==> src/rtl/fp_accum.sv <==
// fp_accum: sequential fp32 accumulator for the fp_mult product stream.
// Each accepted operand is summed into the accumulator over a fixed
// ALIGN/ADD/NORM pass. The operand tagged in_last closes the group, and the
// sum and operand count are then presented on the output handshake.
// Rounding truncates toward zero and denormals are flushed to zero.
//
// Handshake: a transfer happens on a rising edge where valid && ready are
// both high. A producer holds valid and payload stable until that edge.
// out_valid, once set, is held with stable out_data/out_count until out_ready.
module fp_accum #(
    parameter int CNT_W = 16
) (
    input  logic             clk,
    input  logic             rst,
    input  logic             in_valid,
    output logic             in_ready,
    input  logic [31:0]      in_data,
    input  logic             in_last,
    output logic             out_valid,
    input  logic             out_ready,
    output logic [31:0]      out_data,
    output logic [CNT_W-1:0] out_count,
    output logic [2:0]       dbg_state
);

    typedef enum logic [2:0] {
        S_IDLE  = 3'd0,
        S_ALIGN = 3'd1,
        S_ADD   = 3'd2,
        S_NORM  = 3'd3,
        S_DONE  = 3'd4
    } state_t;

    localparam logic [31:0] QNAN = 32'h7FC00000;

    state_t           state;
    logic [31:0]      acc_r;
    logic [31:0]      op_r;
    logic             last_r;
    logic [CNT_W-1:0] count_r;

    // ALIGN -> ADD pipeline registers
    logic             spec_r;
    logic [31:0]      spec_val_r;
    logic [26:0]      big_m_r;
    logic [26:0]      small_m_r;
    logic [7:0]       exp_r;
    logic             big_s_r;
    logic             small_s_r;

    // ADD -> NORM pipeline registers
    logic [27:0]      sum_r;
    logic             sum_s_r;

    assign in_ready  = (state == S_IDLE) && !rst;
    assign dbg_state = state;

    // ALIGN datapath: unpack, classify specials, align the smaller operand
    logic        a_s, b_s;
    logic [7:0]  a_e, b_e;
    logic [22:0] a_f, b_f;
    logic        a_nan, b_nan, a_inf, b_inf;
    logic        al_spec;
    logic [31:0] al_spec_val;
    logic [26:0] a_m, b_m, al_big_m, al_small_m;
    logic [7:0]  al_exp, al_diff;
    logic        a_big, al_big_s, al_small_s;

    always_comb begin
        a_s = acc_r[31];
        a_e = acc_r[30:23];
        a_f = acc_r[22:0];
        b_s = op_r[31];
        b_e = op_r[30:23];
        b_f = op_r[22:0];
        a_nan = (a_e == 8'hFF) && (a_f != 23'd0);
        b_nan = (b_e == 8'hFF) && (b_f != 23'd0);
        a_inf = (a_e == 8'hFF) && (a_f == 23'd0);
        b_inf = (b_e == 8'hFF) && (b_f == 23'd0);
        al_spec = a_nan || b_nan || a_inf || b_inf;
        if (a_nan || b_nan || (a_inf && b_inf && (a_s != b_s)))
            al_spec_val = QNAN;
        else if (a_inf)
            al_spec_val = {a_s, 8'hFF, 23'd0};
        else
            al_spec_val = {b_s, 8'hFF, 23'd0};
        // exponent 0 means zero (denormals flushed); 3 guard bits below the LSB
        a_m = (a_e == 8'd0) ? 27'd0 : {1'b1, a_f, 3'b000};
        b_m = (b_e == 8'd0) ? 27'd0 : {1'b1, b_f, 3'b000};
        a_big      = (a_e >= b_e);
        al_exp     = a_big ? a_e : b_e;
        al_diff    = a_big ? (a_e - b_e) : (b_e - a_e);
        al_big_m   = a_big ? a_m : b_m;
        al_big_s   = a_big ? a_s : b_s;
        al_small_s = a_big ? b_s : a_s;
        al_small_m = a_big ? b_m : a_m;
        if (al_diff >= 8'd27)
            al_small_m = 27'd0;
        else
            al_small_m = al_small_m >> al_diff;
    end

    // ADD datapath: magnitude add or subtract, larger magnitude sets the sign
    logic [27:0] ad_sum;
    logic        ad_s;

    always_comb begin
        if (big_s_r == small_s_r) begin
            ad_sum = {1'b0, big_m_r} + {1'b0, small_m_r};
            ad_s   = big_s_r;
        end else if (big_m_r >= small_m_r) begin
            ad_sum = {1'b0, big_m_r} - {1'b0, small_m_r};
            ad_s   = big_s_r;
        end else begin
            ad_sum = {1'b0, small_m_r} - {1'b0, big_m_r};
            ad_s   = small_s_r;
        end
    end

    // NORM datapath: leading-one detect, shift so the hidden bit lands on bit 26
    logic [4:0]        lead;
    logic [27:0]       norm_m;
    logic signed [9:0] e_adj;
    logic [31:0]       norm_res;

    always_comb begin
        lead = 5'd0;
        for (int i = 0; i < 28; i++) begin
            if (sum_r[i]) lead = 5'(i);
        end
        if (lead == 5'd27)
            norm_m = sum_r >> 1;
        else
            norm_m = sum_r << (5'd26 - lead);
        e_adj = $signed({2'b00, exp_r}) + $signed({5'b00000, lead}) - 10'sd26;
        if (spec_r)
            norm_res = spec_val_r;
        else if (sum_r == 28'd0)
            norm_res = 32'h00000000;
        else if (e_adj >= 10'sd255)
            norm_res = {sum_s_r, 8'hFF, 23'd0};
        else if (e_adj <= 10'sd0)
            norm_res = {sum_s_r, 31'd0};
        else
            norm_res = {sum_s_r, e_adj[7:0], norm_m[25:3]};
    end

    // Control FSM with all state, accumulator and output registers
    always_ff @(posedge clk) begin
        if (rst) begin
            state      <= S_IDLE;
            acc_r      <= 32'd0;
            op_r       <= 32'd0;
            last_r     <= 1'b0;
            count_r    <= '0;
            spec_r     <= 1'b0;
            spec_val_r <= 32'd0;
            big_m_r    <= 27'd0;
            small_m_r  <= 27'd0;
            exp_r      <= 8'd0;
            big_s_r    <= 1'b0;
            small_s_r  <= 1'b0;
            sum_r      <= 28'd0;
            sum_s_r    <= 1'b0;
            out_valid  <= 1'b0;
            out_data   <= 32'd0;
            out_count  <= '0;
        end else begin
            case (state)
                S_IDLE: begin
                    if (in_valid) begin
                        op_r    <= in_data;
                        last_r  <= in_last;
                        count_r <= (count_r == '1) ? count_r : count_r + CNT_W'(1);
                        state   <= S_ALIGN;
                    end
                end
                S_ALIGN: begin
                    spec_r     <= al_spec;
                    spec_val_r <= al_spec_val;
                    big_m_r    <= al_big_m;
                    small_m_r  <= al_small_m;
                    exp_r      <= al_exp;
                    big_s_r    <= al_big_s;
                    small_s_r  <= al_small_s;
                    state      <= S_ADD;
                end
                S_ADD: begin
                    sum_r   <= ad_sum;
                    sum_s_r <= ad_s;
                    state   <= S_NORM;
                end
                S_NORM: begin
                    acc_r <= norm_res;
                    if (last_r) begin
                        out_valid <= 1'b1;
                        out_data  <= norm_res;
                        out_count <= count_r;
                        state     <= S_DONE;
                    end else begin
                        state <= S_IDLE;
                    end
                end
                S_DONE: begin
                    if (out_ready) begin
                        out_valid <= 1'b0;
                        acc_r     <= 32'd0;
                        count_r   <= '0;
                        state     <= S_IDLE;
                    end
                end
                default: state <= S_IDLE;
            endcase
        end
    end

endmodule

==> config.mk <==
export PLATFORM = sky130hd
export DESIGN_NAME = fp_accum
export DESIGN_NICKNAME = d
export VERILOG_FILES = /design/src/rtl/fp_accum.sv
export SDC_FILE = /design/constraint.sdc
export NUM_CORES = 1
export LEC_CHECK = 0
export CAP_MARGIN = 0
export CORE_MARGIN = 2
export CORE_UTILIZATION = 40
export CTS_CLUSTER_SIZE = 14
export DETAILED_ROUTE_END_ITERATION = 7
export GPL_TIMING_DRIVEN = 0
export PLACE_DENSITY = 0.56
export SETUP_SLACK_MARGIN = 0.3
export SLEW_MARGIN = 10
export SYNTH_ARGS = -nofsm -noshare
export SYNTH_HDL_FRONTEND = slang
export SYNTH_SLANG_ARGS = --single-unit
==> constraint.sdc <==
create_clock -name clk -period 4.23 [get_ports clk]
set_clock_uncertainty 0.2 [all_clocks]
set_input_delay 1.269 -clock clk [delete_from_list [all_inputs] [get_ports clk]]
set_output_delay 1.269 -clock clk [all_outputs]
set_load 0.1 [all_outputs]
==> results.sh <==
export IMPL_cap_violations=0
export IMPL_insertion_delay_ns=0.58
export IMPL_fin_crit_ns=4.30
export IMPL_yosysWarnings=0
export IMPL_drt_iter0_drc=1650
export IMPL_ys_async_sr_fraction_pct=0
export IMPL_grt_pass1_vias=18000
export IMPL_path_clk_slew_ns=0.06
export IMPL_hpwl_um=55500
export IMPL_synth_edff_count=0
export IMPL_hold_start="out_data[14]$_SDFFE_PP0P_"
export IMPL_fmax_mhz=233
export IMPL_p_leak_nw=8.66
export IMPL_vias=19000
export IMPL_cts_htree_levels=1
export IMPL_p_total_mw=13.1
export IMPL_fin_area_sq_mm=0.0226
export IMPL_drive_above_1_share_pct=20.3
export IMPL_avgSynthCellArea_sq_um=7.56
export IMPL_reg2reg_depth=20
export IMPL_worst_pin_slew_ns=1.03
export IMPL_gr_usage_all_layers_pct=31.8
export IMPL_power_density_mw_per_mm2=581
export IMPL_die_w_um=212
export IMPL_gr_total_overflow=0
export IMPL_hold_depth=2
export IMPL_slew_limit_headroom_pct=31.0
export IMPL_portBuffers=89
export IMPL_cts_tree="built"
export IMPL_cts_made_buffers=27
export IMPL_antenna_found_initial=0
export IMPL_arrival_ns=4.54
export IMPL_path_class="flop to flop"
export IMPL_syn_to_final_growth_pct=30.6
export IMPL_cts_buffer_depth=3
export IMPL_synth_largest_area_cell="dfxtp_1"
export IMPL_route_detailed_drc=0
export IMPL_dpl_cell_area_sq_mm=0.0191
export IMPL_die_h_um=212
export IMPL_synth_area_leaders="dfxtp_1 (26%), ha_1 (7.4%), nand2_1 (6.9%)"
export IMPL_cp_required_ns=4.47
export IMPL_dieArea_sq_mm=0.0450
export IMPL_vias_per_cell=6.10
export IMPL_grt_max_degree=15
export IMPL_whs_ns=0.255
export IMPL_layout_common_cells="nand2_1 (307), dfxtp_1 (211), nor2_1 (205)"
export IMPL_rrSetupSlack_ns=-0.07
export IMPL_row_count=76
export IMPL_syn_nets=2436
export IMPL_cts_sinks=227
export IMPL_place_gp_congestion=0.952
export IMPL_setup_ws_ns=-0.0676
export IMPL_synth_ff_type="dfxtp_1"
export IMPL_n_fill_cell=4137
export IMPL_synth_seq_area_share_pct=26.2
export IMPL_crit_path_max_fanout=10
export IMPL_nets=2649
export IMPL_hold_viol=0
export IMPL_failed_checks="setup timing"
export IMPL_peakVddDrop_mv=0.378
export IMPL_synth_seq_cells=227
export IMPL_crit_path_end_kind="flop"
export IMPL_finalMaxSlewViolations=0
export IMPL_rsz0062_at_grt="yes"
export IMPL_drt_pass1_iterations=5
export IMPL_holdPathEnd="out_data[14]$_SDFFE_PP0P_"
export IMPL_ys_types=93
export IMPL_r2r_end="acc_r[12]$_SDFFE_PP0P_"
export IMPL_synth_top_area_share_pct=26.2
export IMPL_status="finished, violations left"
export IMPL_synth_area_sq_mm=0.0173
export IMPL_antennaDiodeCount=0
export IMPL_initial_core_util_pct=40.4
export IMPL_setup_viol=6
export IMPL_grt_pass1_wl_um=110000
export IMPL_hp_class="flop to flop"
export IMPL_cp_start_kind="flop"
export IMPL_syn_instance_count=2292
export IMPL_totalWireLength_um=73400
export IMPL_avgRoutedWirePerCell_um=23.6
export IMPL_drtAntennaViolNets=0
export IMPL_ioPinCount=90
export IMPL_post_route_period_util_pct=102
export IMPL_reg2reg_from="sum_r[4]$_SDFFE_PP0N_"
export IMPL_cts_root_buffer="clkbuf_16"
export IMPL_final_common_cell="nand2_1"
export IMPL_core_area_sq_mm=0.0429
[routing by layer]
layer  part of all wire, %  vias up  track usage, %
met1                    44     9277            43.1
met4                   3.8        0            11.0
li1                      -     8746               -
met3                   6.5      161            4.67
met2                    45      769            51.6
met5                     0        -               0
[registers in the layout (all words and copies together) (netlist names), 16 cells and up]
signal,count
out_count,16
count_r,16
op_r,32
out_data,32
acc_r,32
small_m_r,27
sum_r,28
big_m_r,24
[timing repair]
| item | CTS | global route |
|---|---|---|
| pin swaps | 82 | 61 |
| endpoints found under the hold margin | 0 | 0 |
| endpoints found under the setup margin | 141 | 133 |
| hold buffers | 0 | 0 |
| cloned | 2 | 0 |
| buffers inserted | 72 | 21 |
| gates resized for setup | 289 | 166 |
[metrics by stage]
| stage | util [%] | cells | setup TNS, ns | setup WS (ns) |
|---|---|---|---|---|
| 3_3_place_gp | 44.6 | 2966 | -59.69 | -1.19 |
| 2_1_floorplan | - | 2292 | 0 | 0.0343 |
| 3_5_place_dp | 44.6 | 2966 | -60.85 | -1.23 |
| 6_report | 52.8 | 3108 | -0.220 | -0.0676 |
| 5_1_grt | 52.8 | 3108 | -2.76 | -0.200 |
| 4_1_cts | 50.7 | 3087 | -0.0163 | -0.00824 |
[area by class of cell]
cell class | count | area [sq um] | share of cell area (%)
buffer | 172 | 1050 | 4.63
clock buffer | 39 | 731 | 3.23
clock inverter | 8 | 120 | 0.531
sequential | 227 | 4580 | 20.2
timing repair buffer | 184 | 1750 | 7.71
tap | 585 | 732 | 3.24
multi-input combinational | 1770 | 13200 | 58.3
inverter | 123 | 477 | 2.11
[worst max path at each step]
stage	startpoint	endpoint	cells past startpoint
global route	sum_r[20]$_SDFFE_PP0N_	acc_r[12]$_SDFFE_PP0P_	20
finish	sum_r[4]$_SDFFE_PP0N_	acc_r[12]$_SDFFE_PP0P_	20
global placement	sum_r[17]$_SDFFE_PP0N_	acc_r[0]$_SDFFE_PP0P_	17
detailed placement	sum_r[17]$_SDFFE_PP0N_	acc_r[0]$_SDFFE_PP0P_	17
CTS	sum_r[1]$_SDFFE_PP0N_	out_data[7]$_SDFFE_PP0P_	23
floorplan	rst	in_ready	4
[report_power, final]
group          switching, mW  leakage [nW]  internal (mW)
clock network          0.988         0.412           1.33
logic                   5.10          6.40           3.37
registers              0.126          1.85           2.24
total                   6.21          8.66           6.94
[kinds of logic after synthesis]
| kind of cell | Yosys count | synth area share [%] |
|---|---|---|
| mux | 129 | 9.19 |
| xor+xnor | 49 | 2.67 |
| fa+ha+maj | 107 | 7.95 |
| simple gates | 799 | 20.9 |
| flops | 227 | 26.2 |
| buf+inv | 295 | 6.76 |
| compound gates | 686 | 26.3 |
[synth_stat cells, drive strengths merged, types with 12 or more instances]
| cell type | n |
|---|---|
| a21oi | 197 |
| o21bai | 16 |
| and3 | 20 |
| and2 | 16 |
| o21a | 13 |
| inv | 121 |
| a31oi | 28 |
| o211ai | 25 |
| a211oi | 73 |
| clkbuf | 138 |
| a22o | 12 |
| mux2 | 17 |
| a32oi | 12 |
| o21ai | 117 |
| nand2b | 17 |
| mux2i | 90 |
| a221oi | 30 |
| nor2 | 214 |
| nor2b | 13 |
| nor3 | 44 |
| nand3 | 54 |
| nand2 | 319 |
| mux4 | 22 |
| o22ai | 16 |
| a22oi | 29 |
| o31ai | 14 |
| nor4 | 27 |
| dfxtp | 227 |
| xnor2 | 35 |
| nand4 | 39 |
| buf | 34 |
| xor2 | 14 |
| a21o | 23 |
| ha | 102 |
[worst max-delay path, cell delays in order (launching register included)]
cell and delay (ns):
dfxtp_1 0.33, clkbuf_2 0.26, o31a_1 0.36, o211ai_1 0.21, nand2_2 0.15, ha_4 0.30, inv_2 0.03, ha_4 0.15
fa_2 0.33, a21o_1 0.17, a21oi_2 0.14, buf_4 0.15, xnor2_4 0.14, nand3_2 0.10, nor3_2 0.15, o21ai_2 0.10
buf_4 0.17, nand3_4 0.14, nor2_4 0.06, a32oi_4 0.36, o31ai_2 0.11
Note: power is estimated with default switching activity, not from simulation.
